$ cat src/rtl/dmem_access_ctrl_pkg.sv
// Shared load/store encodings for the memory-access stage, load-alignment unit and decoder.
// Holds the funct3 values, the fault cause codes and the access-stage state codes.
package dmem_access_ctrl_pkg;

  localparam logic [2:0] F3_LB  = 3'b000;
  localparam logic [2:0] F3_LH  = 3'b001;
  localparam logic [2:0] F3_LW  = 3'b010;
  localparam logic [2:0] F3_LBU = 3'b100;
  localparam logic [2:0] F3_LHU = 3'b101;
  localparam logic [2:0] F3_SB  = 3'b000;
  localparam logic [2:0] F3_SH  = 3'b001;
  localparam logic [2:0] F3_SW  = 3'b010;

  typedef enum logic [1:0] {
    CAUSE_NONE     = 2'b00,
    CAUSE_MISALIGN = 2'b01,
    CAUSE_FUNCT3   = 2'b10,
    CAUSE_RANGE    = 2'b11
  } fault_cause_e;

  localparam logic [1:0] ST_IDLE = 2'b00;
  localparam logic [1:0] ST_WAIT = 2'b01;
  localparam logic [1:0] ST_RESP = 2'b10;

  function automatic logic funct3_legal(input logic is_store, input logic [2:0] f3);
    if (is_store)
      return (f3 == F3_SB) || (f3 == F3_SH) || (f3 == F3_SW);
    return (f3 == F3_LB) || (f3 == F3_LH) || (f3 == F3_LW) ||
           (f3 == F3_LBU) || (f3 == F3_LHU);
  endfunction

endpackage

$ cat src/rtl/dmem_access_ctrl_store_lane_gen.sv
// Store lane generator: byte-write enables and lane-replicated write data
// from the store width, the byte offset within the word and right-justified rs2.
module store_lane_gen
  import dmem_access_ctrl_pkg::*;
(
  input  logic [2:0]  funct3,
  input  logic [1:0]  offset,
  input  logic [31:0] wdata,
  output logic [3:0]  web,
  output logic [31:0] dinb
);

  always_comb begin
    web  = 4'b0000;
    dinb = wdata;
    case (funct3)
      F3_SB: begin
        web  = 4'b0001 << offset;
        dinb = {4{wdata[7:0]}};
      end
      F3_SH: begin
        web  = 4'b0011 << offset;
        dinb = {2{wdata[15:0]}};
      end
      F3_SW: begin
        web  = 4'b1111;
        dinb = wdata;
      end
      default: begin
        web  = 4'b0000;
        dinb = wdata;
      end
    endcase
  end

endmodule

$ cat src/rtl/dmem_access_ctrl.sv
// Data-memory access stage: request checking, BRAM port-B drive and load response holding.
//   state | meaning
//   IDLE  | ready for a request; stores and rejected requests complete here in one cycle
//   WAIT  | load issued, counting out the BRAM read latency
//   RESP  | raw load word held until the consumer takes it
module dmem_access_ctrl
  import dmem_access_ctrl_pkg::*;
#(
  parameter int DEPTH_W = 12,
  parameter int RD_LAT  = 1
) (
  input  logic               clk,
  input  logic               rst,
  input  logic               req_valid,
  output logic               req_ready,
  input  logic               req_we,
  input  logic [2:0]         req_funct3,
  input  logic [31:0]        req_addr,
  input  logic [31:0]        req_wdata,
  output logic               enb,
  output logic [3:0]         web,
  output logic [DEPTH_W-1:0] addrb,
  output logic [31:0]        dinb,
  input  logic [31:0]        doutb,
  output logic               rsp_valid,
  input  logic               rsp_ready,
  output logic [31:0]        rsp_word,
  output logic [31:0]        rsp_addr,
  output logic [2:0]         rsp_funct3,
  output logic               store_done,
  output logic               fault,
  output logic [1:0]         fault_cause
);

  localparam logic [1:0] WAIT_INIT = 2'(RD_LAT - 1);

  logic [1:0]   state;
  logic [1:0]   wait_cnt;
  logic         accept;
  logic         bad_f3;
  logic         bad_range;
  logic         bad_align;
  logic         legal;
  fault_cause_e cause_nxt;
  logic [3:0]   lane_web;
  logic [31:0]  lane_dinb;

  assign req_ready = (state == ST_IDLE);
  assign rsp_valid = (state == ST_RESP);
  assign accept    = req_valid && req_ready;

  assign bad_f3    = !funct3_legal(req_we, req_funct3);
  assign bad_range = |req_addr[31:DEPTH_W+2];
  // Width is taken from funct3[1:0]; illegal widths are already rejected by bad_f3.
  assign bad_align = ((req_funct3[1:0] == 2'b01) && req_addr[0]) ||
                     ((req_funct3[1:0] == 2'b10) && (req_addr[1:0] != 2'b00));
  assign legal     = !(bad_f3 || bad_range || bad_align);

  always_comb begin
    if (bad_f3)
      cause_nxt = CAUSE_FUNCT3;
    else if (bad_range)
      cause_nxt = CAUSE_RANGE;
    else
      cause_nxt = CAUSE_MISALIGN;
  end

  store_lane_gen u_store_lane_gen (
    .funct3 (req_funct3),
    .offset (req_addr[1:0]),
    .wdata  (req_wdata),
    .web    (lane_web),
    .dinb   (lane_dinb)
  );

  assign enb   = accept && legal;
  assign web   = (enb && req_we) ? lane_web : 4'b0000;
  assign addrb = req_addr[DEPTH_W+1:2];
  assign dinb  = lane_dinb;

  always_ff @(posedge clk or posedge rst) begin
    if (rst) begin
      state       <= ST_IDLE;
      wait_cnt    <= 2'd0;
      store_done  <= 1'b0;
      fault       <= 1'b0;
      fault_cause <= CAUSE_NONE;
      rsp_word    <= 32'd0;
      rsp_addr    <= 32'd0;
      rsp_funct3  <= 3'd0;
    end else begin
      store_done <= accept && legal && req_we;
      fault      <= accept && !legal;
      if (accept && !legal)
        fault_cause <= cause_nxt;

      case (state)
        ST_IDLE: begin
          if (accept && legal && !req_we) begin
            state      <= ST_WAIT;
            wait_cnt   <= WAIT_INIT;
            rsp_addr   <= req_addr;
            rsp_funct3 <= req_funct3;
          end
        end
        ST_WAIT: begin
          if (wait_cnt == 2'd0) begin
            rsp_word <= doutb;
            state    <= ST_RESP;
          end else begin
            wait_cnt <= wait_cnt - 2'd1;
          end
        end
        ST_RESP: begin
          if (rsp_ready)
            state <= ST_IDLE;
        end
        default: state <= ST_IDLE;
      endcase
    end
  end

endmodule

$ cat config.mk
export PLATFORM = sky130hd
export DESIGN_NAME = dmem_access_ctrl
export DESIGN_NICKNAME = d
export VERILOG_FILES = /design/src/rtl/dmem_access_ctrl_pkg.sv /design/src/rtl/dmem_access_ctrl_store_lane_gen.sv /design/src/rtl/dmem_access_ctrl.sv
export SDC_FILE = /design/constraint.sdc
export NUM_CORES = 1
export LEC_CHECK = 0
export CAP_MARGIN = 20
export CORE_AREA = 2 2 106 108
export DETAILED_ROUTE_END_ITERATION = 6
export DIE_AREA = 0 0 108 110
export HOLD_SLACK_MARGIN = 0.06
export MAX_ROUTING_LAYER = met4
export PLACE_DENSITY = 0.79
export SETUP_SLACK_MARGIN = 0.15
export SYNTH_ARGS = -nofsm -noshare
export SYNTH_HDL_FRONTEND = slang
export SYNTH_SLANG_ARGS = --single-unit
$ cat constraint.sdc
create_clock -name clk -period 2.5 [get_ports clk]
set_input_delay 0.5 -clock clk [delete_from_list [all_inputs] [get_ports clk]]
set_output_delay 0.5 -clock clk [all_outputs]
set_load 0.03 [all_outputs]
==> results.toml <==
[run_status]
status = "finished, final reports clean"

[critical_path]
cp_data_arrival_time_ns = 1.80
path_delay_family = "simple AND/OR/NAND/NOR gates"
critPathMaxStageDelay_ns = 0.27
cp-start-kind = "input pin"
cp_max_fo = 6
crit_buf_inv = 3
cp_slowest_cell = "nor4_2"
cp-end-kind = "primary output"
path_cells = "clkdlybuf4s15_1 -> nor4_2 -> and3_4 -> nand3_4 -> nor3_2 -> buf_4 -> buf_12"
crit_required_ns = 2.00
critical_path_class = "input pin to primary output"

[yosys]
synth_ff_type = "dfrtp_1"
synth-warning-count = 0
synthMostInstantiatedCell = "dfrtp_1"
yosys-top-cells-area = "dfrtp_1 55%, mux2_2 18%, buf_4 4.6%"
synth-edff-count = 0
avgSynthCellArea_um2 = 12.7
synth_cell_types = 34
synth_common_cells = "75 x dfrtp_1, 56 x mux2_2, 21 x buf_4, 21 x nor2_1, 19 x nor2b_1"
ys_seq_elements = 75
synth_top_area_share_pct = 54.5
syn_area_um2 = 3440
syn-num-nets = 377
syn_inst = 272
synth_top_cell_by_area = "dfrtp_1"
yosysSeqAreaShare_pct = 54.5
synthArstFlopShare_pct = 100

[placed_design]
place_area_um2 = 5880
dp_hpwl_mm = 7.80
port-buffer-count = 225
gp_congestion = 0.765

[global_route]
grt_max_degree = 76
grt_pass1_wl_mm = 15.2
grt_pass1_vias = 3106
antenna_found_initial = 0
grt.total_usage_pct = 17.1
use_met1_pct = 17.8
grt_util_met3_pct = 4.35
use_met2_pct = 30.5
grt.busiest_layer = "met2"
overflow = 0

[clocking]
clkSinkCount = 75
worstSkewPairLatency_ns = 0.33
cts_max_path_buffers = 2
cts_tree = "done"
clock-root-buffer = "clkbuf_8"
cts_made_buffers = 9
clk_pin_slew_ns = 0.07
cts.hold.buffers_added = 0
h-tree-depth = 3

[drt]
num_vias = 2963
dr.first_iter.drc_count = 84
viasPerCell = 4.51
wl_mm = 10.2
antenna_left = 0
wire_per_inst_um = 15.6
drcViolationCount = 0
firstDrtPassIters = 4

[die]
fp.dieH_um = 110
dieWidth_um = 108
coreArea_um2 = 10700
ios = 226
dieArea_um2 = 11900
rows = 38
start_util_pct = 32.2

[finish]
fin_nets = 618
num_antenna_cells = 0
final_cell_area_um2 = 6240
area_growth_pct = 81.3
final_util_pct = 58.3
drive_above_1_share_pct = 31.1

[pwr]
power_leakage_nw = 2.84
powerDensity_nw_per_um2 = 449
irDropWorstVdd_uv = 204

[sta]
clock_skew_ns = 0.00591
worst_pin_slew_ns = 0.415
setup_viol = 0
fmax_mhz = 435
maxSlewHeadroom_pct = 72.3
finalCriticalPeriod_ns = 2.30
rsz0062_at_grt = "no"
finalMaxSlewViolations = 0
finalHoldViolCount = 0
fin_crit_sh_pct = 91.9

[flow_run]
maxCapViolations = 0

[worst_hold_path]
hp-class = "flip-flop to flip-flop"
[metal layers]
| layer | vias up | routed length [um] | part of all wire (%) |
|---|---|---|---|
| met5 | - | 0 | 0 |
| met4 | 0 | 252 | 2.5 |
| met3 | 18 | 712 | 7.0 |
| met2 | 137 | 5510 | 54 |
| met1 | 1404 | 3750 | 37 |
| li1 | 1404 | - | - |
[layout make-up]
class,instances,area [um^2]
fill,888,4460
timing repair buffer,261,2550
sequential,75,1880
multi-input combinational,162,1420
tap,140,175
clock buffer,10,138
clock inverter,5,53.8
inverter,4,18.8
[power by group]
group          switching (mW)  internal, mW
clock                   0.414         0.479
combinational           0.318         0.336
sequential             0.0140          1.24
[flip-flops by register name, summed over array words and instances, names as in the netlist]
register	flops
wait_cnt	2
store_done	1
rsp_funct3	3
fault_cause	2
state	2
rsp_word	32
rsp_addr	32
fault	1
[stage by stage]
| step | total power [mW] | cells | TNS (ns) | hold WS, ns | worst slack [ns] |
|---|---|---|---|---|---|
| detailed placement | 1.93 | 635 | -7.90 | 0.475 | -0.363 |
| CTS | 2.83 | 652 | 0 | 0.491 | 0.140 |
| global route | 2.93 | 657 | 0 | 0.510 | 0.154 |
| floorplan | 1.58 | 272 | 0 | 0.493 | 0.0931 |
| global placement | 1.92 | 635 | -6.38 | 0.470 | -0.299 |
| finish | 2.80 | 657 | 0 | 0.486 | 0.202 |
[final timing paths]
| path | to | slack (ns) | cells past startpoint | startpoint |
|---|---|---|---|---|
| max reg2reg | rsp_addr[13] | 0.66 | 5 | state[0] |
| min in group asynchronous | rsp_word[7] | 0.62 | 3 | rst |
| max | web[2] | 0.20 | 7 | req_addr[23] |
| min | rsp_addr[7] | 0.49 | 1 | rsp_addr[7] |
| min reg2reg | rsp_addr[7] | 0.49 | 1 | rsp_addr[7] |
| max in group asynchronous | rsp_funct3[2] | 1.58 | 3 | rst |
[timing repair]
action                     CTS  global route
setup endpoints to repair   21             5
cloned                       0             1
resized for setup           76            32
pin swaps                    9            11
buffers inserted             2             4
[logic make-up after synthesis]
logic type	synth area share (%)
AND/OR/NAND/NOR	10.5
adder cells (fa/ha/maj)	0.363
AO/OA/AOI/OAI	3.56
multiplexers	23.9
buffers and inverters	7.12
flip-flops	54.5
[placed cells by master (no fill, tap or decap), types with 2 or more instances in the layout]
cell             netlist  routed
buf_4                 21      42
nand2_1                6       6
o21a_1                 2       2
clkbuf_2               0       5
buf_6                  4       5
nor2_2                 0       2
clkinv_2               0       3
dlygate4sd2_1          0       6
dfrtp_1               75      75
clkdlybuf4s15_2        0      13
nor2b_1               19      19
inv_1                  4       3
nand2b_1               4       3
a21oi_1                9       8
buf_12                 0       5
clkdlybuf4s50_1        0     172
mux2_1                10      10
clkdlybuf4s15_1        0       7
o21ai_0                2       2
mux2i_1                8       8
dlymetal6s2s_1         0       5
nor3_2                 1       4
clkbuf_8               0      10
nor4_2                 0       2
nor2_1                21      19
mux2_2                56      56
Note: power is estimated with default switching activity, not from simulation.
